## src/rtl/pc_exception_unit.sv

```systemverilog
// Exception-entry sequencer for the multicycle CPU: saves EPC, fetches the handler byte
// from the vector table and forces a PC load. Optional cause/lost reporting under EXC_CAUSE_EN.
module pc_exception_unit #(
   parameter int          MEM_LAT      = 2,
   parameter logic [31:0] VEC_OPCODE   = 32'd253,
   parameter logic [31:0] VEC_OVERFLOW = 32'd254,
   parameter logic [31:0] VEC_DIV0     = 32'd255
) (
   input  logic        clk,
   input  logic        reset,
   input  logic        exc_opcode,
   input  logic        exc_overflow,
   input  logic        exc_div0,
   input  logic [31:0] pc_in,
   input  logic [31:0] mem_data_in,
   output logic [31:0] mem_addr,
   output logic        mem_req,
   output logic [31:0] handler_addr,
   output logic [31:0] epc_out,
   output logic [2:0]  pc_src_sel,
   output logic        pc_src_ovr,
   output logic        pc_write,
   output logic        busy,
   output logic        exc_ack
`ifdef EXC_CAUSE_EN
   ,
   output logic [1:0]  exc_cause,
   output logic        exc_lost
`endif
);

   localparam logic [2:0] IDLE  = 3'd0;
   localparam logic [2:0] SAVE  = 3'd1;
   localparam logic [2:0] FETCH = 3'd2;
   localparam logic [2:0] WAIT  = 3'd3;
   localparam logic [2:0] LOAD  = 3'd4;
   localparam logic [2:0] JUMP  = 3'd5;

   localparam logic [2:0] LAT_M1 = 3'(MEM_LAT - 1);

   logic [2:0] state;
   logic [2:0] wait_cnt;
   logic [1:0] cause;
   logic       any_req;
   logic       unused_data_hi;

   assign any_req        = exc_opcode | exc_overflow | exc_div0;
   assign unused_data_hi = ^mem_data_in[31:8];

   // Cause code: 01 opcode, 10 overflow, 11 div0.
   function automatic logic [31:0] vector_of(input logic [1:0] c);
      case (c)
         2'b01:   vector_of = VEC_OPCODE;
         2'b10:   vector_of = VEC_OVERFLOW;
         default: vector_of = VEC_DIV0;
      endcase
   endfunction

   always_ff @(posedge clk) begin
      if (reset) begin
         state        <= IDLE;
         wait_cnt     <= 3'd0;
         cause        <= 2'b00;
         epc_out      <= 32'd0;
         mem_addr     <= 32'd0;
         handler_addr <= 32'd0;
      end else begin
         case (state)
            IDLE: begin
               if (any_req) begin
                  state <= SAVE;
                  cause <= exc_opcode ? 2'b01 : (exc_overflow ? 2'b10 : 2'b11);
               end
            end
            SAVE: begin
               epc_out  <= pc_in - 32'd4;
               mem_addr <= vector_of(cause);
               state    <= FETCH;
            end
            FETCH: begin
               wait_cnt <= LAT_M1;
               state    <= (MEM_LAT == 1) ? LOAD : WAIT;
            end
            // Leave when the decremented count hits zero.
            WAIT: begin
               wait_cnt <= wait_cnt - 3'd1;
               if (wait_cnt == 3'd1) state <= LOAD;
            end
            LOAD: begin
               handler_addr <= {24'b0, mem_data_in[7:0]};
               state        <= JUMP;
            end
            JUMP:    state <= IDLE;
            default: state <= IDLE;
         endcase
      end
   end

`ifdef EXC_CAUSE_EN
   assign exc_cause = cause;

   always_ff @(posedge clk) begin
      if (reset)
         exc_lost <= 1'b0;
      else if (state != IDLE && any_req)
         exc_lost <= 1'b1;
   end
`endif

   assign busy       = (state != IDLE);
   assign mem_req    = (state == FETCH);
   assign pc_src_ovr = busy;
   assign pc_src_sel = 3'b000;
   assign pc_write   = (state == JUMP);
   assign exc_ack    = (state == JUMP);

endmodule

```

## config.mk

```make
export PLATFORM = sky130hd
export DESIGN_NAME = pc_exception_unit
export DESIGN_NICKNAME = d
export VERILOG_FILES = /design/src/rtl/pc_exception_unit.sv
export SDC_FILE = /design/constraint.sdc
export NUM_CORES = 1
export LEC_CHECK = 0
export CELL_PAD_IN_SITES_DETAIL_PLACEMENT = 0
export CELL_PAD_IN_SITES_GLOBAL_PLACEMENT = 1
export CORE_MARGIN = 2
export CORE_UTILIZATION = 24
export DETAILED_ROUTE_END_ITERATION = 6
export PLACE_DENSITY = 0.8
export SETUP_SLACK_MARGIN = 0.1
export SYNTH_ARGS = -nofsm -noshare
export SYNTH_HDL_FRONTEND = slang
export SYNTH_SLANG_ARGS = --single-unit
```

## constraint.sdc

```tcl
create_clock -name clk -period 2 [get_ports clk]
set_clock_uncertainty 0.05 [all_clocks]
set_input_delay 0.4 -clock clk [delete_from_list [all_inputs] [get_ports clk]]
set_output_delay 0.4 -clock clk [all_outputs]
set_load 0.1 [all_outputs]
```

[Word-level counts from Yosys, hierarchy flattened]
Cells that the tools add are included.
Word-level totals
  bits in registers: 80
  input bits: 69
  word-level logic and storage cells: 32
Operators by class
  $add $sub $neg: 2
  equality and inequality tests: 10
  muxes and demuxes: 7
  bitwise operators: 2
  reductions and logical operators: 5
Operators with widths (count)
  $sub A32 B3 Y32 const B: 1
  $pmux W3 S5: 1
  $eq A3 B1 Y1 const B: 2
  $eq A3 B2 Y1 const B: 2
  $eq A3 B3 Y1 const B: 2
  $mux W3: 2
  $pmux W3 S2: 1
  $ne A2 B2 Y1 const B: 2
  $pmux W2 S2: 1
  $reduce_and A2 Y1: 2
  $logic_not A3 Y1: 1
  $reduce_bool A3 Y1: 1
  $sub A3 B1 Y3 const B: 1
  $eq A2 B1 Y1 const B: 1
  $eq A2 B2 Y1 const B: 1
  $mux W2: 1
  $or A1 B1 Y1: 2
  $reduce_bool A2 Y1: 1
  $mux W1: 1

[Longest topological paths before layout]
  depth in word-level cells: 4
  gate-level depth with buffers: 7
  mapped depth without buffers: 6

[Worst setup path before layout]
No wires, ideal clock.
  path type: flip-flop to output port
  start point: register state[1]
  end point: output mem_req
  data arrival time: 1.922 ns
  data required time: 1.550 ns
  path slack: -0.372 ns
  cell stages (with the launch flop): 4
  path buffers: 1
  cell sequence: dfxtp_1 -> clkbuf_1 -> nand2b_1 -> nor2_1
On the way
  word-level cells in the longest chain between the ends: 1
Ends and longest elaborated chain
  start: declaration: line 41  | logic [2:0] state;
  start signal: assignment: line 82  | state <= (MEM_LAT == 1) ? LOAD : WAIT;
  $eq A3 B2 Y1: line 111  | assign mem_req = (state == FETCH);
  end: declaration: line 17  | output logic mem_req,
No other way between the ends.

[Worst setup path after layout]
  start point: input pc_in[22]
  end point: register epc_out[27]
On the way
  word-level cells in the longest chain between the ends: 1
Ends and longest elaborated chain
  start: declaration: line 14  | input logic [31:0] pc_in,
  $sub A32 B3 Y32: line 76  | epc_out <= pc_in - 32'd4;
  end signal: assignment: line 76
  end: declaration: line 19  | output logic [31:0] epc_out,
No other way between the ends.
A chain may end at the register's enable or synchronous reset.

==> results.json <==
{
  "clk_latency_ns": 0.29,
  "cp-end-kind": "flip-flop",
  "drt_iter0_markers": 146,
  "timing.fmax_mhz": 525.9,
  "grt_pass1_wl_um": 14350,
  "power_mw": 3.964,
  "fp.dieArea_um2": 13280,
  "cpPeakStageDelay_ns": 0.54,
  "start_kind": "input pin",
  "crit_path_start": "pc_in[22]",
  "yosys_warnings": 0,
  "r2r-start": "state[0]",
  "track_usage_pct": 13.66,
  "min_from": "handler_addr[3]",
  "area_growth_pct": 59.33,
  "crit_top_cell": "or4_4",
  "outcome": "complete, no violations",
  "drive_above_1_share_pct": 35.43,
  "drv_cap": 0,
  "gp_congestion": 0.8024,
  "hold_path.class": "reg -> reg",
  "period_share_pct": 95.07,
  "die_w_um": 115.2,
  "root_buffer": "clkbuf_16",
  "path_cells": "buf_2 > or4_4 > or2_4 > or4_4 > a311oi_2",
  "drtAntennaViolNets": 0,
  "syn_inst": 371,
  "ir_drop_mv": 0.3674,
  "power_leakage_nw": 1.910,
  "nNetsFinal": 596,
  "diodes": 0,
  "worst_hold_slack_ns": 0.4062,
  "synth_cell_types": 44,
  "maxSlewHeadroom_pct": 60.07,
  "maxSlewViolCount": 0,
  "hold_viol": 0,
  "row_count": 40,
  "antenna_found_initial": 0,
  "avgSynthCellArea_um2": 8.003,
  "setup_viol_count_final": 0,
  "cts_tree": "done",
  "viasPerCell": 4.459,
  "synth_edf_count": 0,
  "synth-async-reset-ratio_pct": 0,
  "cp_data_arrival_time_ns": 2.05,
  "wl_per_cell_um": 13.73,
  "synth_ff_type": "dfxtp_1",
  "worst_path_max_delay_cell": "or4_4",
  "power.density_nw_per_um2": 837.8,
  "core_area_um2": 12060,
  "drc": 0,
  "path_clk_slew_ns": 0.06,
  "h-tree-depth": 2,
  "rsz0062_at_grt": "yes",
  "die_h_um": 115.2,
  "synth_area_um2": 2969,
  "cts_hold_buffers": 0,
  "io_buffers": 97,
  "whs_path_depth": 2,
  "clk_path_buf_depth": 2,
  "start_util_pct": 24.62,
  "grt_max_degree": 60,
  "worstSetupPathType": "in -> reg",
  "synth_seq_cells": 51,
  "reg2reg_depth": 6,
  "routed_wl_um": 9516,
  "vias": 3090,
  "clkSinkCount": 51,
  "ys_seq_area_share_pct": 34.39,
  "overflow": 0,
  "period_minus_slack_ns": 1.901,
  "hpwl_um": 7284,
  "io-pin-count": 173,
  "firstDrtPassIters": 4,
  "cts_made_buffers": 5,
  "worst_pin_slew_ns": 0.5981,
  "grt_pass1_vias": 2875,
  "required_ns": 2.15,
  "cp_max_fo": 7
}
path summary, 6_finish.rpt:
kind / slack [ns] / end
worst min register to register: 0.41 / handler_addr[3]
worst max-delay path: 0.1 / epc_out[27]
worst max register to register: 0.29 / epc_out[30]
worst min-delay path: 0.41 / handler_addr[3]
synthesized netlist by cell type (9+ instances only):
cell / n / share of area (%)
or4_1: 10 / 2.5
a311oi_1: 10 / 2.9
buf_4: 58 / 15
dfxtp_1: 51 / 34
a21oi_1: 21 / 3.5
nor2_1: 26 / 3.3
inv_1: 9 / 1.1
nor3_1: 11 / 1.9
clkbuf_1: 19 / 2.4
o31ai_1: 9 / 2.3
o21ai_0: 21 / 3.5
nand2_1: 31 / 3.9
cells by family after synthesis:
group                      after synthesis  share of synthesized area [%]
xor gates and xnor gates                10                          2.950
AOI/OAI and AO/OA                       84                          17.99
and+or+nand+nor                        134                          24.74
DFF                                     51                          34.39
other                                    1                         0.1263
adders and majority gates                3                          1.264
buffers and inverters                   88                          18.54
cell type report:
class                           count  area [µm²]
Multi-Input combinational cell    282        1754
Timing Repair Buffer              175        1559
Clock inverter                      3       22.52
Tap cell                          168       210.2
Clock buffer                        5       125.1
Inverter                            9       37.54
Fill cell                        1220        7331
Sequential cell                    51        1022
flip-flops by register name, indices dropped and copies added, names as in the netlist:
register and count:
handler_addr 8, state 3, wait_cnt 3, epc_out 32, mem_addr 3, cause 2
routing by layer:
layer	part of all wire, %	GRT usage (%)	vias to the layer above
met3	5.3	2.583	10
met2	50	24.24	116
met5	0	0	-
met4	1.3	3.534	0
li1	-	-	1541
met1	44	16.98	1423
where the power goes:
group	switching (mW)	leakage [nW]	internal, mW
registers	0.0683	0.420	1.11
logic	1.46	1.42	0.453
clock network	0.407	0.0742	0.469
total	1.93	1.91	2.03
worst max-delay path, delay by kind of cell:
| kind | cells | cell delay (ns) |
|---|---|---|
| AND/OR/NAND/NOR | 3 | 1.33 |
| AO/OA/AOI/OAI | 1 | 0.21 |
| buffers and inverters | 1 | 0.11 |
cells in the final DEF, fill, tap and decap left out, drive strengths merged, types with 10 or more instances in the layout:
cell / n
nor3: 11
nand2: 31
a311oi: 10
nor4: 10
clkdlybuf4s50: 24
buf: 137
nor2: 26
dfxtp: 51
o21ai: 21
or4: 13
a21oi: 21
conb: 51
metrics by stage:
stage	cells	setup slack, ns	utilization, %	setup TNS (ns)	cell area (µm²)
2_1_floorplan	421	-0.1235	-	-0.3840	3266
3_3_place_gp	670	-0.5631	36.50	-9.819	4403
3_5_place_dp	670	-0.6061	36.50	-10.45	4403
4_1_cts	687	0.05798	38.35	0	4626
5_1_grt	693	0.08456	39.22	0	4731
6_report	693	0.09860	39.22	0	4731
repair_timing:
action,CTS,global route
pin swaps,15,17
endpoints found under the hold margin,0,0
gates cloned,1,0
resized for setup,46,29
setup buffers,8,6
setup endpoints to repair,25,22
No activity file was read; power rests on OpenSTA's default activity.
